==> config.mk <==
export PLATFORM = sky130hd
export DESIGN_NAME = multicycle_controller
export DESIGN_NICKNAME = d
export VERILOG_FILES = /design/src/rtl/multicycle_controller.sv
export SDC_FILE = /design/constraint.sdc
export NUM_CORES = 1
export LEC_CHECK = 0
export ABC_AREA = 0
export BUFFER_PORTS_ARGS = -buffer_cell sky130_fd_sc_hd__buf_2
export CORE_MARGIN = 8
export CORE_UTILIZATION = 30
export DETAILED_ROUTE_END_ITERATION = 8
export GPL_TIMING_DRIVEN = 0
export PLACE_DENSITY_LB_ADDON = 0.05
export SKIP_LAST_GASP = 1
export SYNTH_ARGS = -nofsm -noshare
export SYNTH_HDL_FRONTEND = slang
export SYNTH_SLANG_ARGS = --single-unit
==> constraint.sdc <==
create_clock -name clk -period 1.6 [get_ports clk]
set_input_delay 0.24 -clock clk [delete_from_list [all_inputs] [get_ports clk]]
set_output_delay 0.24 -clock clk [all_outputs]
set_load 0.05 [all_outputs]
==> src/rtl/multicycle_controller.sv <==
// Multicycle control FSM for the single-issue RV32 datapath: sequences IF/ID/EX/MEM/WB,
// decodes the instruction into datapath controls and aborts stalled data-memory accesses into ERR.
module multicycle_controller #(
  parameter int MEM_TIMEOUT = 16
) (
  input  logic        clk,
  input  logic        rst,
  input  logic [31:0] instr,
  input  logic        Zero,
  input  logic        dmem_ready,
  output logic        PCSrc,
  output logic        ALUSrc,
  output logic        RegWrite,
  output logic        MemToReg,
  output logic [3:0]  ALUCtrl,
  output logic        loadPC,
  output logic        MemRead,
  output logic        MemWrite,
  output logic        illegal,
  output logic        mem_error,
  output logic [2:0]  state
);

  localparam logic [2:0] S_IF  = 3'd0;
  localparam logic [2:0] S_ID  = 3'd1;
  localparam logic [2:0] S_EX  = 3'd2;
  localparam logic [2:0] S_MEM = 3'd3;
  localparam logic [2:0] S_WB  = 3'd4;
  localparam logic [2:0] S_ERR = 3'd7;

  localparam logic [6:0] OP_R      = 7'b0110011;
  localparam logic [6:0] OP_I      = 7'b0010011;
  localparam logic [6:0] OP_LOAD   = 7'b0000011;
  localparam logic [6:0] OP_STORE  = 7'b0100011;
  localparam logic [6:0] OP_BRANCH = 7'b1100011;

  localparam logic [3:0] ALU_AND = 4'b0000;
  localparam logic [3:0] ALU_OR  = 4'b0001;
  localparam logic [3:0] ALU_ADD = 4'b0010;
  localparam logic [3:0] ALU_SUB = 4'b0110;
  localparam logic [3:0] ALU_SLT = 4'b0111;
  localparam logic [3:0] ALU_SRL = 4'b1000;
  localparam logic [3:0] ALU_SLL = 4'b1001;
  localparam logic [3:0] ALU_SRA = 4'b1010;
  localparam logic [3:0] ALU_XOR = 4'b1101;

  localparam int            CW       = $clog2(MEM_TIMEOUT + 1);
  localparam logic [CW-1:0] CNT_LAST = CW'(MEM_TIMEOUT - 1);

  logic [2:0]    state_r;
  logic [2:0]    next_state_s;
  logic [CW-1:0] cnt_r;
  logic          mem_error_r;

  logic [6:0] opcode_s;
  logic [2:0] funct3_s;
  logic       f7_zero_s;
  logic       f7_alt_s;
  logic       unused_bits_s;

  logic       is_rtype_s, is_ialu_s, is_lw_s, is_sw_s, is_beq_s;
  logic       is_legal_s, is_mem_op_s;
  logic       raw_alu_src_s, raw_mem_to_reg_s;
  logic [3:0] raw_alu_ctrl_s;
  logic       dec_alu_src_s, dec_mem_to_reg_s;
  logic [3:0] dec_alu_ctrl_s;

  assign opcode_s      = instr[6:0];
  assign funct3_s      = instr[14:12];
  assign f7_zero_s     = (instr[31:25] == 7'b0000000);
  assign f7_alt_s      = (instr[31:25] == 7'b0100000);
  assign unused_bits_s = ^{instr[24:15], instr[11:7]};

  // Instruction decode: classify the opcode/funct combination and pick the ALU setup.
  always_comb begin
    is_rtype_s       = 1'b0;
    is_ialu_s        = 1'b0;
    is_lw_s          = 1'b0;
    is_sw_s          = 1'b0;
    is_beq_s         = 1'b0;
    raw_alu_src_s    = 1'b0;
    raw_mem_to_reg_s = 1'b0;
    raw_alu_ctrl_s   = ALU_AND;
    case (opcode_s)
      OP_R: begin
        case (funct3_s)
          3'b000: begin
            is_rtype_s     = f7_zero_s | f7_alt_s;
            raw_alu_ctrl_s = f7_alt_s ? ALU_SUB : ALU_ADD;
          end
          3'b001: begin is_rtype_s = f7_zero_s; raw_alu_ctrl_s = ALU_SLL; end
          3'b010: begin is_rtype_s = f7_zero_s; raw_alu_ctrl_s = ALU_SLT; end
          3'b100: begin is_rtype_s = f7_zero_s; raw_alu_ctrl_s = ALU_XOR; end
          3'b101: begin
            is_rtype_s     = f7_zero_s | f7_alt_s;
            raw_alu_ctrl_s = f7_alt_s ? ALU_SRA : ALU_SRL;
          end
          3'b110: begin is_rtype_s = f7_zero_s; raw_alu_ctrl_s = ALU_OR;  end
          3'b111: begin is_rtype_s = f7_zero_s; raw_alu_ctrl_s = ALU_AND; end
          default: is_rtype_s = 1'b0;
        endcase
      end
      OP_I: begin
        raw_alu_src_s = 1'b1;
        case (funct3_s)
          3'b000: begin is_ialu_s = 1'b1; raw_alu_ctrl_s = ALU_ADD; end
          3'b010: begin is_ialu_s = 1'b1; raw_alu_ctrl_s = ALU_SLT; end
          3'b100: begin is_ialu_s = 1'b1; raw_alu_ctrl_s = ALU_XOR; end
          3'b110: begin is_ialu_s = 1'b1; raw_alu_ctrl_s = ALU_OR;  end
          3'b111: begin is_ialu_s = 1'b1; raw_alu_ctrl_s = ALU_AND; end
          3'b001: begin is_ialu_s = f7_zero_s; raw_alu_ctrl_s = ALU_SLL; end
          3'b101: begin
            is_ialu_s      = f7_zero_s | f7_alt_s;
            raw_alu_ctrl_s = f7_alt_s ? ALU_SRA : ALU_SRL;
          end
          default: is_ialu_s = 1'b0;
        endcase
      end
      OP_LOAD: begin
        is_lw_s          = (funct3_s == 3'b010);
        raw_alu_src_s    = 1'b1;
        raw_mem_to_reg_s = 1'b1;
        raw_alu_ctrl_s   = ALU_ADD;
      end
      OP_STORE: begin
        is_sw_s        = (funct3_s == 3'b010);
        raw_alu_src_s  = 1'b1;
        raw_alu_ctrl_s = ALU_ADD;
      end
      OP_BRANCH: begin
        is_beq_s       = (funct3_s == 3'b000);
        raw_alu_ctrl_s = ALU_SUB;
      end
      default: is_beq_s = 1'b0;
    endcase
  end

  // An illegal instruction behaves as a NOP, so its decode outputs read as zero.
  assign is_legal_s       = is_rtype_s | is_ialu_s | is_lw_s | is_sw_s | is_beq_s;
  assign is_mem_op_s      = is_lw_s | is_sw_s;
  assign dec_alu_src_s    = is_legal_s & raw_alu_src_s;
  assign dec_mem_to_reg_s = is_legal_s & raw_mem_to_reg_s;
  assign dec_alu_ctrl_s   = is_legal_s ? raw_alu_ctrl_s : 4'b0000;

  // State register, memory timeout counter and sticky error flag.
  always_ff @(posedge clk) begin
    if (rst) begin
      state_r     <= S_IF;
      cnt_r       <= '0;
      mem_error_r <= 1'b0;
    end else begin
      state_r <= next_state_s;
      if (state_r == S_MEM && is_mem_op_s && !dmem_ready) begin
        cnt_r <= cnt_r + CW'(1);
      end else begin
        cnt_r <= '0;
      end
      if (next_state_s == S_ERR) begin
        mem_error_r <= 1'b1;
      end else begin
        mem_error_r <= mem_error_r;
      end
    end
  end

  // Next-state logic; ready on the final allowed MEM cycle still completes the access.
  always_comb begin
    next_state_s = state_r;
    case (state_r)
      S_IF:  next_state_s = S_ID;
      S_ID:  next_state_s = S_EX;
      S_EX:  next_state_s = S_MEM;
      S_MEM: begin
        if (!is_mem_op_s || dmem_ready) begin
          next_state_s = S_WB;
        end else if (cnt_r == CNT_LAST) begin
          next_state_s = S_ERR;
        end else begin
          next_state_s = S_MEM;
        end
      end
      S_WB:  next_state_s = S_IF;
      S_ERR: next_state_s = S_ERR;
      default: next_state_s = S_IF;
    endcase
  end

  // Control outputs per state; IF, ERR and unused encodings leave everything low.
  always_comb begin
    PCSrc    = 1'b0;
    ALUSrc   = 1'b0;
    RegWrite = 1'b0;
    MemToReg = 1'b0;
    ALUCtrl  = 4'b0000;
    loadPC   = 1'b0;
    MemRead  = 1'b0;
    MemWrite = 1'b0;
    illegal  = 1'b0;
    case (state_r)
      S_ID: begin
        ALUSrc   = dec_alu_src_s;
        MemToReg = dec_mem_to_reg_s;
        ALUCtrl  = dec_alu_ctrl_s;
        illegal  = ~is_legal_s;
      end
      S_EX: begin
        ALUSrc   = dec_alu_src_s;
        MemToReg = dec_mem_to_reg_s;
        ALUCtrl  = dec_alu_ctrl_s;
      end
      S_MEM: begin
        ALUSrc   = dec_alu_src_s;
        MemToReg = dec_mem_to_reg_s;
        ALUCtrl  = dec_alu_ctrl_s;
        MemRead  = is_lw_s;
        MemWrite = is_sw_s;
      end
      S_WB: begin
        ALUSrc   = dec_alu_src_s;
        MemToReg = dec_mem_to_reg_s;
        ALUCtrl  = dec_alu_ctrl_s;
        loadPC   = 1'b1;
        RegWrite = is_rtype_s | is_ialu_s | is_lw_s;
        PCSrc    = is_beq_s & Zero;
      end
      default: illegal = 1'b0;
    endcase
  end

  assign state     = state_r;
  assign mem_error = mem_error_r;

endmodule

==> flow_metrics.tcl <==
set metrics [dict create \
    outcome "finished, violations left" \
    violations "negative setup slack" \
    rsz0062_at_grt "true" \
    fin_area_um2 1533 \
    ys_seq_elements 9 \
    drt-total-wl_mm 2.729 \
    worstSkewPairLatency_ns 0.26 \
    ys_top_cells_by_area "dfxtp_1 21%, nor2_1 8.9%, nand3_1 5.3%, a21oi_1 4.2%, nand4bb_4 3.3%" \
    synthDistinctLibCells 43 \
    report.power.total_uw 655.6 \
    grt-ovfl-total 0 \
    ys.flop_type "dfxtp_1" \
    netlist_top_cells_count "20 x nor2_1, 9 x dfxtp_1, 9 x nand3_1" \
    tightest_slew_ns 0.4082 \
    cp-start-kind "flop" \
    clockBufferDepth 2 \
    antenna_found_initial 0 \
    die_area_um2 4764 \
    hpwl_mm 2.085 \
    min_period_ns 1.877 \
    fin_skew_ns 0.0007124 \
    reg2reg_depth 7 \
    slew-limit-headroom_pct 72.56 \
    grt_pass1_vias 988 \
    cp_num_buf_inv 2 \
    ant_nets 0 \
    cts_htree_levels 1 \
    p_leak_nw 0.5738 \
    vias 979 \
    finalSetupViolCount 15 \
    finish.utilization_pct 56.56 \
    slowest_delay_ns 0.35 \
    cts_made_buffers 3 \
    powerDensity_nw_per_um2 427.8 \
    pre_cts_slack_ns -0.3665 \
    grt_pass1_wl_mm 4.547 \
    drtIter0Drc 14 \
    cp_common_cell "nor2_4" \
    critPathTopFamily "simple AND/OR/NAND/NOR gates" \
    syn2layout_area_growth_pct 81.75 \
    hold_class "in2reg" \
    clk_pin_slew_ns 0.06 \
    endpoint_kind "output port" \
    synth_top_area_cell "dfxtp_1" \
    seq_area_frac_synth_pct 21.36 \
    coreArea_um2 2710 \
    postCtsHoldBufs 0 \
    grt_max_degree 11 \
    cts_root_buffer "clkbuf_4" \
    cts_tree "built" \
    crit_path_max_fanout 3 \
    crit_cells 7 \
    routed_via_density 5.153 \
    avgSynthCellArea_um2 7.397 \
    drv_cap 0 \
    cts.sinks 9 \
    fmax_mhz 532.8 \
    critPathRequiredTime_ns 1.36 \
    place_congestion 0.7910 \
    dpl_cell_area_um2 1247 \
    syn_inst 114 \
    start_util_pct 31.12 \
    fp.dieH_um 69.02 \
    vdd_ir_drop_max_uv 517.1 \
    slowest_stage "dfxtp_4" \
    period_share_pct 117.3 \
    ioPinCount 52 \
    setup_slack_ns -0.2770 \
    drt_drc_violations_left 0 \
    synth_top_area_share_pct 21.36 \
    critPathKind "reg2out" \
    hold_slack_ns 0.1938 \
    track_usage_pct 10.89 \
    fp-row-count 19 \
    syn-cell-area_um2 843.3 \
    drive_above_1_share_pct 60.38 \
    whs_path_depth 2 \
    final_nets 198 \
    numPortBuffers 31 \
    crit_chain "nor2_4, xnor2_4, and3_4, buf_6, nand4_1, nor2_4, buf_8" \
    synth_warnings 0 \
    critical_path_arrival_ns 1.64 \
    slew_viol_final 0 \
    synthesis.nets 152 \
    die_w_um 69.02 \
    dr.pass1.iters 4 \
    n_antenna_cell 0 \
    async_reset_ff_share_pct 0 \
    wl_per_cell_um 14.36 \
    synth_edf_count 0 \
    hold_viol 0 \
    synth.most_common_cell "nor2_1" \
]
## registers in the layout (all words and copies together) (netlist names)
name,cells
mem_error,1
state,3
cnt_r,5
## worst register-to-register path: stages, from the launching register on
cell and delay [ns]:
dfxtp_4 0.36, buf_4 0.15, nand2_2 0.09, nor2_4 0.09
nand4_1 0.15, buf_4 0.18, or4_4 0.47, nor2_2 0.12
## metal layers
| layer | part of all wire, % | GRT usage (%) | routed length, µm | up-vias |
|---|---|---|---|---|
| li1 | - | - | - | 505 |
| met1 | 48 | 14.57 | 1321 | 443 |
| met2 | 45 | 15.98 | 1239 | 29 |
| met3 | 5.6 | 4.292 | 153 | 2 |
| met4 | 0.51 | 2.050 | 14 | 0 |
| met5 | 0 | 0 | 0 | - |
## layout make-up
| class | count | area [µm²] |
|---|---|---|
| fillers | 257 | 1177 |
| multi-input cells | 92 | 849.6 |
| repair buffers | 42 | 364.1 |
| flip-flops and latches | 9 | 191.4 |
| well taps | 31 | 38.79 |
| plain buffers | 6 | 36.28 |
| inverters | 6 | 25.02 |
| clock buffers | 3 | 22.52 |
| clock inverters | 1 | 5.005 |
## repair_timing
action                                  4_1_cts  5_1_grt
endpoints found under the setup margin       12       17
gates resized for setup                      28       23
cloned                                        0        0
pin swaps                                    12       10
setup buffers                                 7        4
## where the power goes
group | internal, mW | leakage (nW) | total [mW] | switching [mW]
clock network | 0.0925 | 0.0177 | 0.180 | 0.0878
logic | 0.101 | 0.481 | 0.240 | 0.139
registers | 0.229 | 0.0750 | 0.236 | 0.00706
total | 0.422 | 0.574 | 0.656 | 0.233
## placed cells by master, fill, tap and decap left out, types with 2 or more instances in the layout
cell type,count
clkbuf_2,3
nor2_4,4
a21oi_1,2
and3_4,2
xor2_1,3
buf_6,16
inv_1,5
o21ai_2,2
nand4_1,3
dfxtp_1,6
a211oi_1,2
nand2_1,4
nand3_2,4
ha_1,2
a21oi_4,4
clkbuf_4,3
nor2_1,10
nand2_2,3
nand3_1,5
buf_4,6
nor2_2,6
buf_2,19
dfxtp_4,3
buf_8,3
nor4_4,3
nand2b_1,2
## worst paths after layout
| path | start | to | slack [ns] |
|---|---|---|---|
| hold reg to reg | mem_error | mem_error | 0.47 |
| setup reg to reg | state[1] | cnt_r[2] | -0.08 |
| setup / recovery | state[1] | ALUCtrl[0] | -0.28 |
| hold / removal | rst | state[0] | 0.19 |
## cell families after synthesis
kind of cell             synth area share [%]
XOR/XNOR                                5.194
AO/OA/AOI/OAI                           17.21
AND/OR/NAND/NOR                         45.25
adder cells (fa/ha/maj)                 2.967
buffers and inverters                   6.823
multiplexers                            1.187
flip-flops                              21.36
## per-stage QoR
stage,cells,setup TNS (ns)
finish,190,-2.394
CTS,186,-2.656
detailed placement,176,-3.480
floorplan,114,-1.232
global route,190,-3.553
global placement,176,-3.285
Note: power is estimated with default switching activity, not from simulation.
